## src/rtl/xor_accum_pkg.sv

```systemverilog
// Shared types and defaults for the XOR frame accumulator.
// State encoding plus default data and beat-counter widths.
package xor_accum_pkg;

   typedef enum logic {
      ACCUM = 1'b0,
      DONE  = 1'b1
   } state_t;

   localparam int DEF_WIDTH = 8;
   localparam int DEF_CNT_W = 8;

endpackage

```

## src/rtl/xor_gate.sv

```systemverilog
// Single-bit XOR primitive.
// Leaf cell that the wide fold is built from.
module xor_gate (
   input  logic a,
   input  logic b,
   output logic y
);

   assign y = a ^ b;

endmodule

```

## src/rtl/xor_gate_nbit.sv

```systemverilog
// WIDTH-bit combinational XOR.
// One xor_gate per bit lane.
module xor_gate_nbit #(
   parameter int WIDTH = 8
) (
   input  logic [WIDTH-1:0] a,
   input  logic [WIDTH-1:0] b,
   output logic [WIDTH-1:0] y
);

   for (genvar i = 0; i < WIDTH; i++) begin : g_bit
      xor_gate u_xor (
         .a (a[i]),
         .b (b[i]),
         .y (y[i])
      );
   end

endmodule

```

## src/rtl/xor_accum_nbit.sv

```systemverilog
// Frame XOR accumulator with a saturating beat counter.
// Define XOR_ACCUM_PARITY_EN to add the registered outParity output.
module xor_accum_nbit
   import xor_accum_pkg::*;
#(
   parameter int WIDTH = DEF_WIDTH,
   parameter int CNT_W = DEF_CNT_W
) (
   input  logic             clk,
   input  logic             rst,
   input  logic             inValid,
   output logic             inReady,
   input  logic [WIDTH-1:0] inData,
   input  logic             inLast,
   output logic             outValid,
   input  logic             outReady,
   output logic [WIDTH-1:0] outY,
   output logic [CNT_W-1:0] outBeats
`ifdef XOR_ACCUM_PARITY_EN
   ,
   output logic             outParity
`endif
);

   state_t             state_q, state_d;
   logic [WIDTH-1:0]   acc_q, acc_d;
   logic [CNT_W-1:0]   cnt_q, cnt_d;
   logic [WIDTH-1:0]   y_q, y_d;
   logic [CNT_W-1:0]   beats_q, beats_d;
   logic [WIDTH-1:0]   base_acc;
   logic [CNT_W-1:0]   base_cnt;
   logic [WIDTH-1:0]   fold;
   logic [CNT_W-1:0]   cnt_inc;
   logic               accept;

   assign inReady  = (state_q == ACCUM) ? 1'b1 : outReady;
   assign outValid = (state_q == DONE);
   assign accept   = inValid & inReady;

   // A beat taken during the DONE handshake starts from a clean frame.
   assign base_acc = (state_q == DONE) ? '0 : acc_q;
   assign base_cnt = (state_q == DONE) ? '0 : cnt_q;
   assign cnt_inc  = (&base_cnt) ? base_cnt : base_cnt + 1'b1;

   xor_gate_nbit #(
      .WIDTH (WIDTH)
   ) u_fold (
      .a (base_acc),
      .b (inData),
      .y (fold)
   );

   always_comb begin
      state_d = state_q;
      acc_d   = acc_q;
      cnt_d   = cnt_q;
      y_d     = y_q;
      beats_d = beats_q;
      unique case (state_q)
         ACCUM: begin
            if (accept) begin
               if (inLast) begin
                  y_d     = fold;
                  beats_d = cnt_inc;
                  acc_d   = '0;
                  cnt_d   = '0;
                  state_d = DONE;
               end else begin
                  acc_d = fold;
                  cnt_d = cnt_inc;
               end
            end
         end
         DONE: begin
            if (outReady) begin
               acc_d   = '0;
               cnt_d   = '0;
               state_d = ACCUM;
               if (accept) begin
                  if (inLast) begin
                     y_d     = fold;
                     beats_d = cnt_inc;
                     state_d = DONE;
                  end else begin
                     acc_d = fold;
                     cnt_d = cnt_inc;
                  end
               end
            end
         end
         default: state_d = ACCUM;
      endcase
   end

   always_ff @(posedge clk or posedge rst) begin
      if (rst) begin
         state_q <= ACCUM;
         acc_q   <= '0;
         cnt_q   <= '0;
         y_q     <= '0;
         beats_q <= '0;
      end else begin
         state_q <= state_d;
         acc_q   <= acc_d;
         cnt_q   <= cnt_d;
         y_q     <= y_d;
         beats_q <= beats_d;
      end
   end

   assign outY     = y_q;
   assign outBeats = beats_q;

`ifdef XOR_ACCUM_PARITY_EN
   logic parity_q;

   always_ff @(posedge clk or posedge rst) begin
      if (rst) parity_q <= 1'b0;
      else     parity_q <= ^y_d;
   end

   assign outParity = parity_q;
`endif

endmodule

```

## config.mk

```make
export PLATFORM = sky130hd
export DESIGN_NAME = xor_accum_nbit
export DESIGN_NICKNAME = d
export VERILOG_FILES = /design/src/rtl/xor_accum_pkg.sv /design/src/rtl/xor_gate.sv /design/src/rtl/xor_gate_nbit.sv /design/src/rtl/xor_accum_nbit.sv
export SDC_FILE = /design/constraint.sdc
export NUM_CORES = 1
export LEC_CHECK = 0
export CAP_MARGIN = 25
export CELL_PAD_IN_SITES_DETAIL_PLACEMENT = 1
export CELL_PAD_IN_SITES_GLOBAL_PLACEMENT = 1
export CORE_ASPECT_RATIO = 0.6
export CORE_MARGIN = 4
export CORE_UTILIZATION = 41
export CTS_CLUSTER_SIZE = 12
export DETAILED_ROUTE_END_ITERATION = 8
export PLACE_DENSITY = 0.75
export RECOVER_POWER = 50
export SETUP_SLACK_MARGIN = 0.02
export SLEW_MARGIN = 15
export SYNTH_ARGS = -nofsm -noshare
export SYNTH_HDL_FRONTEND = slang
export SYNTH_HIERARCHICAL = 1
export SYNTH_SLANG_ARGS = --single-unit
```

## constraint.sdc

```tcl
create_clock -name clk -period 2.4 [get_ports clk]
set_input_delay 0.72 -clock clk [delete_from_list [all_inputs] [get_ports clk]]
set_output_delay 0.72 -clock clk [all_outputs]
set_load 0.02 [all_outputs]
```

; Yosys cells after proc, flatten, opt, wreduce, memory -nomap -nowiden
; Cells that the tools add are included.
[totals]
out_inout_bits = 18
input_bits = 13
wordCells = 46
register_bits = 33
[op_classes]
n_reduce_logical = 2
muxes = 26
n_addsub = 1
eq_ne = 2
bitwise_logic = 10
[op_table]
columns = operator, count
row1 = 8-bit 2-to-1 mux, 17
row2 = 8-bit case mux with 2 select lines, 4
row3 = "8-bit by 1-bit adder with 8-bit output, second input constant", 1
row4 = 8-bit AND reduction, 1
row5 = 1-bit XOR, 8
row6 = 1-bit 2-to-1 mux, 4
row7 = "2-bit inequality test, second input constant", 2
row8 = 1-bit case mux with 2 select lines, 1
row9 = 2-bit AND reduction, 1
row10 = 1-bit AND, 1
row11 = 1-bit NOT, 1

; Logic depth before layout (Yosys ltp)
; Gate-level depths: netlist of the first run.
[depth]
word_depth = 7
ltp_mapped = 7
depth_no_buf = 7

; Modules after synthesis
; Netlist of the first run, hierarchy kept.
[modules_own_cells]
columns = mod, n_inst, seq_area_each_um2, cells_each, area_each_um2
row1 = xor_accum_nbit, 1, 825.8, 158, 1705.4
row2 = xor_gate, 8, 0.0, 1, 8.8

; Worst setup path before layout of the first run
; No wires, ideal clock.
[synth_timing]
kind = reg2reg
start = register state_q (netlist: outValid)
end = register cnt_q[5]
period_less_slack_ns = 1.956
setup_ns = 0.094
required_time_ns = 2.306
setup_slack_ns = 0.444
arrival_ns = 1.862
stages_incl_launch_ff = 8
path_buffers = 1
path_cell_list = dfrtp_1 -> buf_2 -> nor2_1 -> ha_1 -> nand4_2 -> nor3b_2 -> o21a_1 -> a221oi_2
[synth_between]
elab_chain_len = 7
elab_cells_between_ends = 15
cone_classes = 1 x add/sub / 2 x eq/ne / 8 x mux / 2 x bitwise / 2 x reduce/logical
[synth_rtl]
columns = item, line_no
row1 = "start, declared", xor_accum_nbit.sv:25  ; state_t state_q, state_d;
row2 = "start signal, assigned", xor_accum_nbit.sv:103  ; state_q <= state_d;
row3 = 8-bit 2-to-1 mux, xor_accum_nbit.sv:42  ; assign base_cnt = (state_q == DONE) ? '0 : cnt_q;
row4 = 8-bit by 1-bit adder with 8-bit output or 8-bit AND reduction (tied branches), xor_accum_nbit.sv:43  ; assign cnt_inc = (&base_cnt) ? base_cnt : base_cnt + 1'b1;
row5 = 8-bit 2-to-1 mux, xor_accum_nbit.sv:43
row6 = 8-bit 2-to-1 mux, "xor_accum_nbit.sv:62, xor_accum_nbit.sv:80"
row7 = 8-bit 2-to-1 mux, xor_accum_nbit.sv:79  ; if (accept) begin
row8 = 8-bit 2-to-1 mux, xor_accum_nbit.sv:75  ; if (outReady) begin
row9 = 8-bit case mux with 2 select lines, xor_accum_nbit.sv:59  ; unique case (state_q)
row10 = "end signal, assigned", xor_accum_nbit.sv:105  ; cnt_q <= cnt_d;
row11 = "end, declared", xor_accum_nbit.sv:27  ; logic [CNT_W-1:0] cnt_q, cnt_d;
; Parallel ways exist; a longest one is shown, timed or not. The select of a mux whose other input is x is not followed.
; A chain may end at the register's enable or synchronous reset.

; Worst setup path after layout of the first run
[layout_timing]
start = input port outReady
end = output port inReady
[layout_between]
elab_chain_len = 1
[layout_rtl]
columns = item, line_no
row1 = "start, declared", xor_accum_nbit.sv:16  ; input logic outReady,
row2 = 1-bit 2-to-1 mux, xor_accum_nbit.sv:36  ; assign inReady = (state_q == ACCUM) ? 1'b1 : outReady;
row3 = "end, declared", xor_accum_nbit.sv:12  ; output logic inReady,
; No other way between the ends.

==> results of run 1 <==
[cells in the final DEF (no fill, tap or decap), types with 3 or more instances in the layout]
| cell type | n |
|---|---|
| dfrtp_1 | 32 |
| clkdlybuf4s50_1 | 21 |
| nand2_1 | 15 |
| buf_4 | 14 |
| nor2b_1 | 12 |
| o21ai_1 | 9 |
| xor2_1 | 9 |
| a22o_1 | 8 |
| dlygate4sd3_1 | 8 |
| clkbuf_8 | 7 |
| mux2_1 | 6 |
| nand2b_1 | 5 |
| o21ai_0 | 5 |
| xnor2_1 | 5 |
| a21oi_1 | 4 |
| nand3_1 | 4 |
| inv_1 | 3 |
| a31oi_1 | 3 |
| nor2_1 | 3 |
| mux2_2 | 3 |
[synth_stat cells, drive strengths merged, types with 2 or more instances]
library cell  number
xnor2              5
mux2               9
nor2b             12
or4                2
nand2             15
nor2               4
buf                9
dfrtp             33
a22o               8
a31oi              3
mux2i              2
nor3               2
o311ai             2
and4b              2
nand3              5
a21oi              4
xor2               9
inv                3
o21ai             14
nand2b             5
[metrics by stage]
step	hold slack, ns	setup TNS [ns]	utilization [%]	area, um2	worst slack, ns
after detailed placement	0.481	-0.297	53.3	2210	-0.259
after global routing	0.512	0	55.6	2300	0.130
after CTS	0.501	0	55.8	2310	0.0397
after floorplan	0.465	0	-	1780	0.444
final	0.485	0	55.6	2300	0.182
after global placement	0.461	-0.247	53.3	2210	-0.247
[sequential cells by signal, summed over array words and instances (netlist names)]
name	flops
outBeats	8
acc_q	8
cnt_q	8
outY	8
outValid	1
[repair_timing]
item,in CTS,in global routing
endpoints found under the setup margin,2,1
resized for setup,3,1
pin swaps,0,0
cloned,0,0
hold buffers,0,0
[how the worst min path moves through the flow]
stage                      startpoint           to  slack [ns]
final                     outBeats[6]  outBeats[6]        0.48
after global routing         acc_q[1]     acc_q[1]        0.51
after CTS                 outBeats[2]  outBeats[2]        0.50
after detailed placement  outBeats[5]  outBeats[5]        0.48
after global placement    outBeats[0]  outBeats[0]        0.46
after floorplan              acc_q[0]     acc_q[0]        0.46
[power by group through the flow]
stage	Clock, mW	Combinational, mW	Sequential, mW
after global placement	0	0.408	0.695
final	0.465	0.406	0.691
after floorplan	0	0.169	0.750
after global routing	0.505	0.438	0.704
after detailed placement	0	0.419	0.703
after CTS	0.480	0.421	0.693
[final cells by class]
type / instances / area, um2 / area share (%)
flip-flops and latches: 33 / 827 / 35.9
well taps: 60 / 75.1 / 3.26
inverters: 3 / 11.3 / 0.489
multi-input cells: 120 / 883 / 38.3
clock inverters: 1 / 5.00 / 0.217
repair buffers: 45 / 405 / 17.6
clock buffers: 7 / 96.3 / 4.18
[routing by layer]
metal	global-route usage, %	share of wire [%]	vias up
met5	0	0	-
met4	4.38	0.28	0
met3	4.44	5.3	2
met2	27.2	43	36
met1	24.8	51	696
li1	-	-	673
[cell families after synthesis]
logic type / share of synthesized area [%]
fa+ha+maj: 0.705
mux: 6.84
xor+xnor: 6.91
flops: 46.5
compound gates: 14.7
buf+inv: 3.73
simple gates: 20.6
[critical path, stage by stage]
cell,delay (ns)
clkdlybuf4s50_1,0.47
nand2b_1,0.13
clkbuf_2,0.18
==> flow_summary.ini, run 1 <==
[place]
portBuffers = 30
place_hpwl_um = 3250
dp.cells = 261
gp_congestion = 0.862

[global_routing]
grt_max_degree = 34
grt_pass1_vias = 1522
grt_pass1_wl_um = 7480
antenna_found_initial = 0
overflow = 0
grt_use_total_pct = 17.5

[power]
p_seq_share_pct = 44.2
p_sw_uw = 471
clock_power_share_pct = 29.8
ir_drop_uv = 363
power_density_mw_per_mm2 = 678
comb_power_share_pct = 26.0
power_leakage_nw = 1.04
fin_total_pwr_mw = 1.56
p_int_mw = 1.09
p_sw_share_pct = 30.2

[yosys]
synth_top_area_share_pct = 46.5
yosysSeqAreaShare_pct = 46.5
syn_inst = 166
synth_edf_count = 0
syn-num-nets = 180
ys_types = 45
synth-seq-cells = 33
ys.flop_type = dfrtp_1
ys_warn_count = 6
synth.avg_cell_area_um2 = 10.7
async_reset_ff_share_pct = 100
netlist_area_mm2 = 0.00178
synthTopCellsByArea = dfrtp_1, xor2_1, nor2b_1, a22o_1, mux2_1
synth_top_cell_by_area = dfrtp_1

[sta]
report.final.slew_viol_count = 0
post-route-min-period_ns = 2.22
setup_violations = 0
fin_skew_ns = 0.00491
slew-limit-headroom_pct = 43.8
worst_pin_slew_ns = 0.844
finalHoldViolCount = 0
fmax_ghz = 0.451
grt_setup_unrepaired = no
fin_crit_sh_pct = 92.4

[worst_setup_path]
reg2reg_to = cnt_q[3]
reg2reg_from = outValid
worstSetupPathType = primary input to primary output
r2r_slack_ns = 0.45
startpoint = outReady
crit_path_end = inReady
r2r_cells = 6
arrival_ns = 1.50
worst_setup_path_end_kind = primary output
cp_max_fo = 2
critPathRequiredTime_ns = 1.68
setup.worst_path.start_class = primary input

[job]
maxCapViolations = 0

[drt]
drt_iter0_markers = 37
antenna_left = 0
remaining_drc_errors = 0
via_per_inst = 5.23
dr_total_vias = 1407
wire_per_inst_um = 16.1
firstDrtPassIters = 4
routed_wl_um = 4330

[finish]
antenna_cells = 0
finalNonFillerCells = 269
drive_gt1_share_pct = 16.7
area_growth_pct = 29.7
layout.nets = 222
nFillCells = 473

[worst_hold_path]
min_path_cells = 2
hold_path.class = flip-flop to flip-flop

[die]
io_pins = 31
die_y_um = 59.0
dieArea_mm2 = 0.00548
die_x_um = 93.0
start_util_pct = 42.8
core_mm2 = 0.00414
num_rows = 18

[outcome]
status = finished clean

[clock_network]
cts_tree = yes
clockRootBuffer = clkbuf_8
cts_sinks = 33
post-cts-setup-buffers = 0
clkTransAtPathRegs_ns = 0.07
cts_max_path_buffers = 2
cts_buffers = 5
h-tree-depth = 2
clk_latency_ns = 0.28
Note: power is estimated with default switching activity, not from simulation.
==> run 2, diff against run 1 <==
--- a/config.mk
+++ b/config.mk
@@ -16,7 +16,8 @@
 export PLACE_DENSITY = 0.75
 export RECOVER_POWER = 50
 export SETUP_SLACK_MARGIN = 0.02
-export SLEW_MARGIN = 15
+export SKIP_CTS_REPAIR_TIMING = 1
+export SLEW_MARGIN = 20
 export SYNTH_ARGS = -nofsm -noshare
 export SYNTH_HDL_FRONTEND = slang
 export SYNTH_HIERARCHICAL = 1
==> flow_summary.ini, run 2 (same netlist as run 1, synthesis figures left out) <==
[worst_setup_path]
worst_setup_path_end_kind = primary output
critPathRequiredTime_ns = 1.68
slowest_delay_ns = 0.47
cp_max_fo = 2
path_buf_inv = 2
slowest_stage = clkdlybuf4s50_1
worstSetupPathType = primary input to primary output
setup.worst_path.start_class = primary input
arrival_ns = 1.55
crit_family = buffers and inverters
crit_chain = clkdlybuf4s50_1 -> nand2b_1 -> dlymetal6s2s_1

[power]
comb_power_share_pct = 26.1
p_sw_share_pct = 30.1
p_int_mw = 1.09
p_seq_share_pct = 44.2
ir_drop_uv = 363
clock_power_share_pct = 29.8
fin_total_pwr_mw = 1.56
p_sw_uw = 471
power_density_mw_per_mm2 = 676
power_leakage_nw = 1.05

[sta]
hold_ws_ns = 0.485
grt_setup_unrepaired = no
setup_violations = 0
worst_pin_slew_ns = 0.846
fin_crit_sh_pct = 94.6
fmax_ghz = 0.440
post-route-min-period_ns = 2.27
report.final.slew_viol_count = 0
slew-limit-headroom_pct = 43.6
finalHoldViolCount = 0
setup_tns_ns = 0
fin_skew_ns = 0.00494

[drt]
firstDrtPassIters = 4
dr_total_vias = 1390
remaining_drc_errors = 0
routed.top_layer = met4
via_per_inst = 5.17
wl_met1_um = 2260
routed_wl_um = 4330
dr_wl_met2_um = 1860
antenna_left = 0
drt_iter0_markers = 39
wl_met3_um = 196
wire_per_inst_um = 16.1

[die]
start_util_pct = 42.8
die_y_um = 59.0
core_mm2 = 0.00414
num_rows = 18
io_pins = 31
die_x_um = 93.0
dieArea_mm2 = 0.00548

[finish]
layout.nets = 222
final_common_cell = dfrtp_1
drive_gt1_share_pct = 16.3
layout_common_cells = dfrtp_1, clkdlybuf4s50_1, nand2_1
area_growth_pct = 30.2
antenna_cells = 0

[place]
place_hpwl_um = 3250
portBuffers = 30
gp_congestion = 0.862

[global_routing]
grt_pass1_wl_um = 7480
grt_use_total_pct = 17.5
grt_max_degree = 34
overflow = 0
antenna_found_initial = 0
grt_pass1_vias = 1522

[clock_network]
clk_latency_ns = 0.28
clkTransAtPathRegs_ns = 0.07
cts_max_path_buffers = 2
cts_tree = yes
h-tree-depth = 2
cts_sinks = 33
cts_buffers = 5
clockRootBuffer = clkbuf_8

[job]
maxCapViolations = 0

[worst_hold_path]
hold_path.class = flip-flop to flip-flop

[outcome]
status = finished clean
## run 2: routing by layer
layer / up-vias / track usage (%)
met5: - / 0
met4: 0 / 4.38
met3: 2 / 4.44
met2: 31 / 27.2
met1: 681 / 24.8
li1: 676 / -
## run 2: area by class of cell
cell class / instances / area, um2
fill: 473 / 1830
multi-input combinational: 120 / 883
sequential: 33 / 827
timing repair buffer: 45 / 413
clock buffer: 7 / 96.3
tap: 60 / 75.1
inverter: 3 / 11.3
clock inverter: 1 / 5.00
## run 2: stage by stage
| stage | cells | setup slack [ns] | utilization, % | instance area (um2) |
|---|---|---|---|---|
| finish | 269 | 0.129 | 55.8 | 2310 |
| global route | 269 | 0.0873 | 55.8 | 2310 |
| CTS | 269 | -0.268 | 55.7 | 2310 |
| detailed placement | 261 | -0.259 | 53.3 | 2210 |
| global placement | 261 | -0.247 | 53.3 | 2210 |
| floorplan | 166 | 0.444 | - | 1780 |
## run 2: worst register-to-register path, cell delays in order (launching register included)
cell	delay, ns
dfrtp_2	0.52
nor2_1	0.24
ha_1	0.28
nand4_2	0.16
o21ai_1	0.29
nor3_1	0.08
a221o_1	0.26
## run 2: power by group through the flow
stage               sequential (mW)  combinational (mW)  clock [mW]
detailed placement            0.703               0.419           0
CTS                           0.692               0.421       0.480
floorplan                     0.750               0.169           0
finish                        0.691               0.407       0.465
global placement              0.695               0.408           0
global route                  0.704               0.438       0.505
## run 2: final timing paths
check	start	slack, ns	cells after the start	endpoint
max	outReady	0.13	3	inReady
min	outBeats[6]	0.49	2	outBeats[6]
max reg2reg	outValid	0.45	6	cnt_q[3]
min in group asynchronous	rst	1.13	3	cnt_q[7]
min reg2reg	outBeats[6]	0.49	2	outBeats[6]
max in group asynchronous	rst	0.68	3	outValid
==> run 3, diff against run 2 <==
--- a/config.mk
+++ b/config.mk
@@ -8,11 +8,13 @@
 export CAP_MARGIN = 25
 export CELL_PAD_IN_SITES_DETAIL_PLACEMENT = 1
 export CELL_PAD_IN_SITES_GLOBAL_PLACEMENT = 1
-export CORE_ASPECT_RATIO = 0.6
+export CORE_ASPECT_RATIO = 0.9
 export CORE_MARGIN = 4
 export CORE_UTILIZATION = 41
+export CTS_CLUSTER_DIAMETER = 80
 export CTS_CLUSTER_SIZE = 12
 export DETAILED_ROUTE_END_ITERATION = 8
+export HOLD_SLACK_MARGIN = 0.1
 export PLACE_DENSITY = 0.75
 export RECOVER_POWER = 50
 export SETUP_SLACK_MARGIN = 0.02
==> flow_summary.ini, run 3 (same netlist as run 1, synthesis figures left out) <==
[worst_setup_path]
crit_chain = clkdlybuf4s50_1 -> nand2b_1 -> dlymetal6s2s_1
arrival_ns = 1.54
r2r_cells = 6
slowest_stage = clkdlybuf4s50_1
cp_max_fo = 2
path_buf_inv = 2
critPathRequiredTime_ns = 1.68
worst_setup_path_end_kind = primary output
worstSetupPathType = primary input to primary output
setup.worst_path.start_class = primary input
crit_family = buffers and inverters
slowest_delay_ns = 0.47
r2r_slack_ns = 0.30
cp_num_cells = 3

[drt]
wire_per_inst_um = 17.9
drt_iter0_markers = 92
firstDrtPassIters = 4
via_per_inst = 5.48
antenna_left = 0
dr_total_vias = 1391
remaining_drc_errors = 0
routed_wl_um = 4550

[power]
p_int_mw = 1.03
power_leakage_nw = 1.01
p_seq_share_pct = 45.6
p_sw_uw = 484
fin_total_pwr_mw = 1.52
clock_power_share_pct = 27.3
p_sw_share_pct = 31.9
comb_power_share_pct = 27.0
power_density_mw_per_mm2 = 675
ir_drop_uv = 364

[clock_network]
cts_sinks = 33
h-tree-depth = 2
clockRootBuffer = clkbuf_8
cts_max_path_buffers = 2
cts_tree = yes
clkTransAtPathRegs_ns = 0.06
cts_buffers = 5
clk_latency_ns = 0.29

[global_routing]
overflow = 0
grt_pass1_wl_um = 7900
grt_use_total_pct = 18.4
grt_max_degree = 34
antenna_found_initial = 0
grt_pass1_vias = 1546

[place]
place_hpwl_um = 3250
portBuffers = 30
post-place-ws_ns = -0.261
gp_congestion = 0.806

[finish]
drive_gt1_share_pct = 14.6
antenna_cells = 0
layout.nets = 219
layout_common_cells = dfrtp_1, clkdlybuf4s50_1, nand2_1
area_growth_pct = 26.8
final_common_cell = dfrtp_1

[die]
num_rows = 22
die_x_um = 77.4
core_mm2 = 0.00413
die_y_um = 70.4
io_pins = 31
start_util_pct = 43.0
dieArea_mm2 = 0.00545

[sta]
finalHoldViolCount = 0
fin_crit_sh_pct = 94.3
slew-limit-headroom_pct = 44.1
report.final.slew_viol_count = 0
worst_slack_ns = 0.136
setup_violations = 0
fin_skew_ns = 0.0118
fmax_ghz = 0.442
worst_pin_slew_ns = 0.839
grt_setup_unrepaired = no
post-route-min-period_ns = 2.26

[worst_hold_path]
hold_path.class = flip-flop to flip-flop
min_path_cells = 2

[job]
maxCapViolations = 0

[outcome]
status = finished clean
## run 3: cell count changes in the layout (fill, tap and decap cells not counted), sizes merged
| cell | delta |
|---|---|
| clkbuf | -1 |
| clkinvlp | +1 |
| clkinv | +1 |
| clkdlybuf4s50 | +7 |
| buf | -4 |
| dlygate4sd3 | -7 |
## run 3: cell type report
class | count | area (um2)
flip-flops and latches | 33 | 827
inverters | 3 | 11.3
clock buffers | 5 | 68.8
well taps | 48 | 60.1
repair buffers | 42 | 388
fillers | 461 | 1880
multi-input cells | 120 | 878
clock inverters | 3 | 17.5
## run 3: path summary, 6_finish.rpt
kind | start | to
max in group asynchronous | rst | outValid
min in group asynchronous | rst | outY[0]
worst max-delay path | outReady | inReady
worst min register to register | outBeats[6] | outBeats[6]
worst max register to register | outValid | cnt_q[3]
worst min-delay path | outBeats[6] | outBeats[6]
## run 3: power groups by stage
stage / clock [mW] / combinational, mW / sequential, mW
after floorplan: 0 / 0.169 / 0.750
after global placement: 0 / 0.405 / 0.694
after detailed placement: 0 / 0.420 / 0.704
after CTS: 0.427 / 0.423 / 0.694
after global routing: 0.450 / 0.448 / 0.708
final: 0.415 / 0.411 / 0.693
## run 3: through the flow
stage / cells / utilization [%] / instance area (um2) / hold slack, ns / setup TNS, ns
2_1_floorplan: 166 / - / 1780 / 0.465 / 0
3_3_place_gp: 246 / 52.9 / 2180 / 0.462 / -0.243
3_5_place_dp: 246 / 52.9 / 2180 / 0.479 / -0.261
4_1_cts: 254 / 55.0 / 2270 / 0.493 / -0.277
5_1_grt: 254 / 54.5 / 2250 / 0.511 / 0
6_report: 254 / 54.5 / 2250 / 0.480 / 0
## run 3: worst register-to-register path, stage by stage, from the launching register on
cell,delay [ns]
dfrtp_2,0.53
nor2_1,0.22
ha_1,0.39
nand4_2,0.19
o21ai_1,0.31
nor3_1,0.08
a221o_1,0.26
## run 3: layer usage
metal	GRT usage [%]	routed length, um
met4	5.73	51
met2	31.0	2310
met3	5.15	216
met1	22.9	1970
met5	0	0
==> patch 1: new RTL, settings of run 3 <==
Take the reset off `y_q` and load it in a clocked block of its own.
--- a/src/rtl/xor_accum_nbit.sv
+++ b/src/rtl/xor_accum_nbit.sv
@@ -97,15 +97,17 @@
          state_q <= ACCUM;
          acc_q   <= '0;
          cnt_q   <= '0;
-         y_q     <= '0;
          beats_q <= '0;
       end else begin
          state_q <= state_d;
          acc_q   <= acc_d;
          cnt_q   <= cnt_d;
-         y_q     <= y_d;
          beats_q <= beats_d;
       end
+   end
+
+   always_ff @(posedge clk) begin
+      y_q <= y_d;
    end
 
    assign outY     = y_q;
Function: changed (Yosys sat finds a counterexample within 4 cycles, from zero or initial values and one cycle with rst high).
==> patch 1 against run 3 <==
Synthesized area fell by 5.5%; clock skew down 0.0050 ns; final area shrank 6.4%; largest cell class is now flip-flops and latches; die area is 4.9% lower; first-iteration DRC count shrank 32%; sequential power decreased by 1%; worst hold slack improved by 0.013 ns; sequential cell count unchanged; setup slack gained 0.040 ns; critical path depth did not move; total power decreased by 7.8%; wire length fell by 6.1%.
==> patch 1: results <==
export IMPL_rr_startpoint="cnt_q[0]"
export IMPL_worstMarginPinSlew_ns=0.656
export IMPL_critPathArrivalTime_ns=1.50
export IMPL_capturing_instance_or_port_of_the_critical_path="inReady"
export IMPL_grt_max_degree=26
export IMPL_first_pass_grt_wire_length_mm=7.07
export IMPL_gp_congestion=0.877
export IMPL_worstReg2RegEnd="outBeats[3]"
export IMPL_netlist_top_cells_count="sky130_fd_sc_hd__dfrtp_1 (25), sky130_fd_sc_hd__nand2_1 (18), sky130_fd_sc_hd__nor2b_1 (12)"
export IMPL_min_path_cells=2
export IMPL_synth_enable_flop_cells=8
export IMPL_vias_in_the_first_global_route=1459
export IMPL_regToRegSetupSlack_ns=0.37
export IMPL_power_static_leakage_uw=0.000880
export IMPL_portion_of_the_post_synthesis_area_used_by_sequential_elements=0.516
export IMPL_worst_clock_skew_ns=0.00679
export IMPL_wire_per_inst_microns=18.0
export IMPL_syn_nets=170
export IMPL_finalWorstPathRequiredPeriod_ns=2.22
export IMPL_placedInstanceArea_sq_um=2030
export IMPL_maximum_count_of_clock_buffers_along_a_single_path=2
export IMPL_timing_hold_worst_endpoint="outBeats[1]"
export IMPL_route_detailed_vias_per_inst=5.67
export IMPL_dp_cells=229
export IMPL_track_usage=0.183
export IMPL_yosys_top_cells_area="sky130_fd_sc_hd__dfrtp_1 (37%), sky130_fd_sc_hd__edfxtp_1 (14%), sky130_fd_sc_hd__a22o_1 (5.7%)"
export IMPL_avgSynthCellArea_sq_um=10.8
export IMPL_dp_hpwl_mm=3.08
export IMPL_initialDrtViolationCount=63
export IMPL_max_vdd_ir_drop_mv=0.466
export IMPL_holdCritStartpoint="outBeats[1]"
export IMPL_synth_async_reset_ratio=0.758
export IMPL_yosys_most_used_dff="sky130_fd_sc_hd__dfrtp_1"
export IMPL_vias=1344
export IMPL_startpoint="outReady"
export IMPL_synth_warnings=6
export IMPL_drive_above_1_share=0.105
export IMPL_layout_nets=204
export IMPL_synth_distinct_cells=42
export IMPL_run_status="finished clean"
export IMPL_preCtsSetupSlack_ns=-0.212
export IMPL_hold_worst_slack_ns=0.493
patch 1: cell types whose count changed after synthesis, moves of 3 or more:
cell,before,now
sky130_fd_sc_hd__nor3_1,1,5
sky130_fd_sc_hd__nor2_1,3,6
sky130_fd_sc_hd__edfxtp_1,0,8
sky130_fd_sc_hd__nand2_1,15,18
sky130_fd_sc_hd__xnor2_1,5,2
sky130_fd_sc_hd__dfrtp_1,33,25
sky130_fd_sc_hd__o21ai_1,10,0
sky130_fd_sc_hd__mux2_1,6,0
sky130_fd_sc_hd__a22o_1,8,11
patch 1: report_power, final:
group          switching [uW]  internal, uW
Sequential               51.8           635
Combinational             166           141
Clock                     207           200
Total                     424           975
patch 1: metal layers:
| metal | share of wire | wire, microns | global-route usage | vias up |
|---|---|---|---|---|
| li1 | - | - | - | 627 |
| met1 | 0.46 | 1960 | 0.245 | 681 |
| met2 | 0.49 | 2080 | 0.298 | 32 |
| met3 | 0.044 | 186 | 0.0406 | 4 |
| met4 | 0.0089 | 38 | 0.0524 | 0 |
| met5 | 0 | 0 | 0 | - |
patch 1: kinds of logic (layout without fill, tap and decap cells):
group	after synthesis	in the layout	share of synthesized area
compound gates	37	37	0.163
xor+xnor	10	10	0.0522
fa+ha+maj	1	1	0.00746
buf+inv	13	48	0.0433
flops	33	33	0.516
mux	2	2	0.0127
simple gates	60	60	0.205
patch 1: layout make-up:
class,count,area [sq um]
multi-input combinational,110,736
tap,46,57.6
clock inverter,3,17.5
timing repair buffer,38,354
fill,411,1730
inverter,2,7.51
sequential,33,866
clock buffer,5,68.8
patch 1: critical path, stage by stage:
cell and delay (ns):
sky130_fd_sc_hd__clkdlybuf4s50_1 0.44, sky130_fd_sc_hd__nand2b_1 0.11, sky130_fd_sc_hd__dlymetal6s2s_1 0.23
==> patch 2: new RTL, flow settings as in run 3 <==
Made on the original files. Set the package constant `DEF_WIDTH` to 12 (it was 8).
--- a/src/rtl/xor_accum_pkg.sv
+++ b/src/rtl/xor_accum_pkg.sv
@@ -7,7 +7,7 @@
       DONE  = 1'b1
    } state_t;
 
-   localparam int DEF_WIDTH = 8;
+   localparam int DEF_WIDTH = 12;
    localparam int DEF_CNT_W = 8;
 
 endpackage
Interface: changed (resized inData and outY); port bits go from 31 to 39. No check against the original RTL was run, so the function may have changed too.
==> patch 2 against run 3 <==
Final cell count increased by 20%; wire length increased by 18%; die area up 16%; clock skew fell by 0.0057 ns; total power is 30% higher; synthesized area rose by 18%; final area up 21%; setup slack worse by 0.041 ns; sequential cell count grew 8; largest power group unchanged; highest routed layer unchanged.
==> patch 2: results <==
export IMPL_drive_above_1_share=0.109
export IMPL_worst_path_dominant_cell_family="buffers and inverters"
export IMPL_first_pass_iters=4
export IMPL_vias_in_the_first_global_route=1814
export IMPL_first_pass_grt_wire_length_mm=9.02
export IMPL_maximum_count_of_clock_buffers_along_a_single_path=2
export IMPL_synth_async_reset_ratio=1.00
export IMPL_syn_nets=210
export IMPL_critPathArrivalTime_ns=1.58
export IMPL_dp_hpwl_mm=4.02
export IMPL_initialDrtViolationCount=60
export IMPL_gp_congestion=0.796
export IMPL_cts_made_buffers=5
export IMPL_htreeDepth=2
export IMPL_fillerInstances=542
export IMPL_capturing_instance_or_port_of_the_critical_path="inReady"
export IMPL_r2r_cells=6
export IMPL_netlist_top_cells_count="sky130_fd_sc_hd__dfrtp_1 (41), sky130_fd_sc_hd__nand2_1 (18), sky130_fd_sc_hd__nor2b_1 (17)"
export IMPL_worstReg2RegEnd="cnt_q[3]"
export IMPL_critical_path_max_fanout=2
export IMPL_worst_clock_skew_ns=0.00612
export IMPL_portion_of_the_post_synthesis_area_used_by_sequential_elements=0.490
export IMPL_rr_startpoint="outValid"
export IMPL_power_static_leakage_uw=0.00121
export IMPL_initial_antenna_violation_count=0
export IMPL_synth_distinct_cells=39
export IMPL_yosys_top_cells_area="sky130_fd_sc_hd__dfrtp_1 (49%), sky130_fd_sc_hd__mux2_1 (6.5%), sky130_fd_sc_hd__xor2_1 (5.9%)"
export IMPL_synth_warnings=6
export IMPL_clk_insertion_delay_late_ns=0.29
export IMPL_num_antenna_cells=0
export IMPL_regToRegSetupSlack_ns=0.24
export IMPL_track_usage=0.181
export IMPL_cpPeakStageDelay_ns=0.47
export IMPL_dp_cells=296
export IMPL_run_status="finished clean"
export IMPL_avgSynthCellArea_sq_um=10.9
export IMPL_worstMarginPinSlew_ns=1.03
export IMPL_max_vdd_ir_drop_mv=0.401
export IMPL_vias=1628
export IMPL_min_path_cells=2
export IMPL_crit_path_top_delay_cell="sky130_fd_sc_hd__clkdlybuf4s50_1"
export IMPL_cts_clk_slew_worst_paths_ns=0.08
export IMPL_wl_mm=5.37
export IMPL_layout_nets=256
export IMPL_grt_max_degree=42
export IMPL_power_internal_uw=1400
export IMPL_hold_path_class="reg -> reg"
export IMPL_route_detailed_vias_per_inst=5.36
export IMPL_buffer_ports_inserted=38
export IMPL_preCtsSetupSlack_ns=-0.272
## patch 2: kinds of logic after synthesis
logic type               after synthesis  share of synthesized area
AO/OA/AOI/OAI                         43                      0.161
XOR/XNOR                              17                     0.0711
adder cells (fa/ha/maj)                1                    0.00598
buffers and inverters                 17                     0.0400
flip-flops                            41                      0.490
multiplexers                          14                     0.0741
AND/OR/NAND/NOR                       59                      0.158
## patch 2: tightest hold or removal path, cell delays in order, from the launching register on
cell and delay [ns]:
sky130_fd_sc_hd__dfrtp_1 0.34, sky130_fd_sc_hd__nand2_1 0.05, sky130_fd_sc_hd__o31ai_1 0.05
## patch 2: power by group through the flow
stage	combinational, uW	sequential (uW)	clock, uW
floorplan	211	941	0
CTS	561	856	588
detailed placement	558	868	0
global placement	538	861	0
finish	545	854	578
global route	584	871	618
## patch 2: metal layers
metal	GRT usage	vias up	part of all wire
li1	-	767	-
met2	0.347	34	0.53
met1	0.210	823	0.42
met3	0.0368	4	0.038
met4	0.0490	0	0.0071
met5	0	-	0
## patch 2: how the worst min path moves through the flow
stage / slack [ns] / from / endpoint
final: 0.48 / outBeats[6] / outBeats[6]
after global routing: 0.51 / outBeats[6] / outBeats[6]
after CTS: 0.49 / outBeats[6] / outBeats[6]
after detailed placement: 0.47 / outBeats[6] / outBeats[6]
after global placement: 0.46 / outBeats[6] / outBeats[6]
after floorplan: 0.46 / acc_q[0] / acc_q[0]
## patch 2: layout make-up
class,count,area (sq um),share of cell area
sequential,41,1030,0.378
multi-input combinational,134,983,0.363
timing repair buffer,51,487,0.179
clock buffer,7,86.3,0.0318
tap,65,81.3,0.0300
clock inverter,1,30.0,0.0111
inverter,5,18.8,0.00692
## patch 2: per-stage QoR
stage / TNS, ns / hold slack [ns] / area, sq um / power, uW
floorplan: 0 / 0.465 / 2090 / 1150
global placement: -0.249 / 0.463 / 2600 / 1400
detailed placement: -0.272 / 0.474 / 2600 / 1430
CTS: -0.282 / 0.492 / 2720 / 2000
global route: 0 / 0.511 / 2710 / 2070
finish: 0 / 0.479 / 2710 / 1980
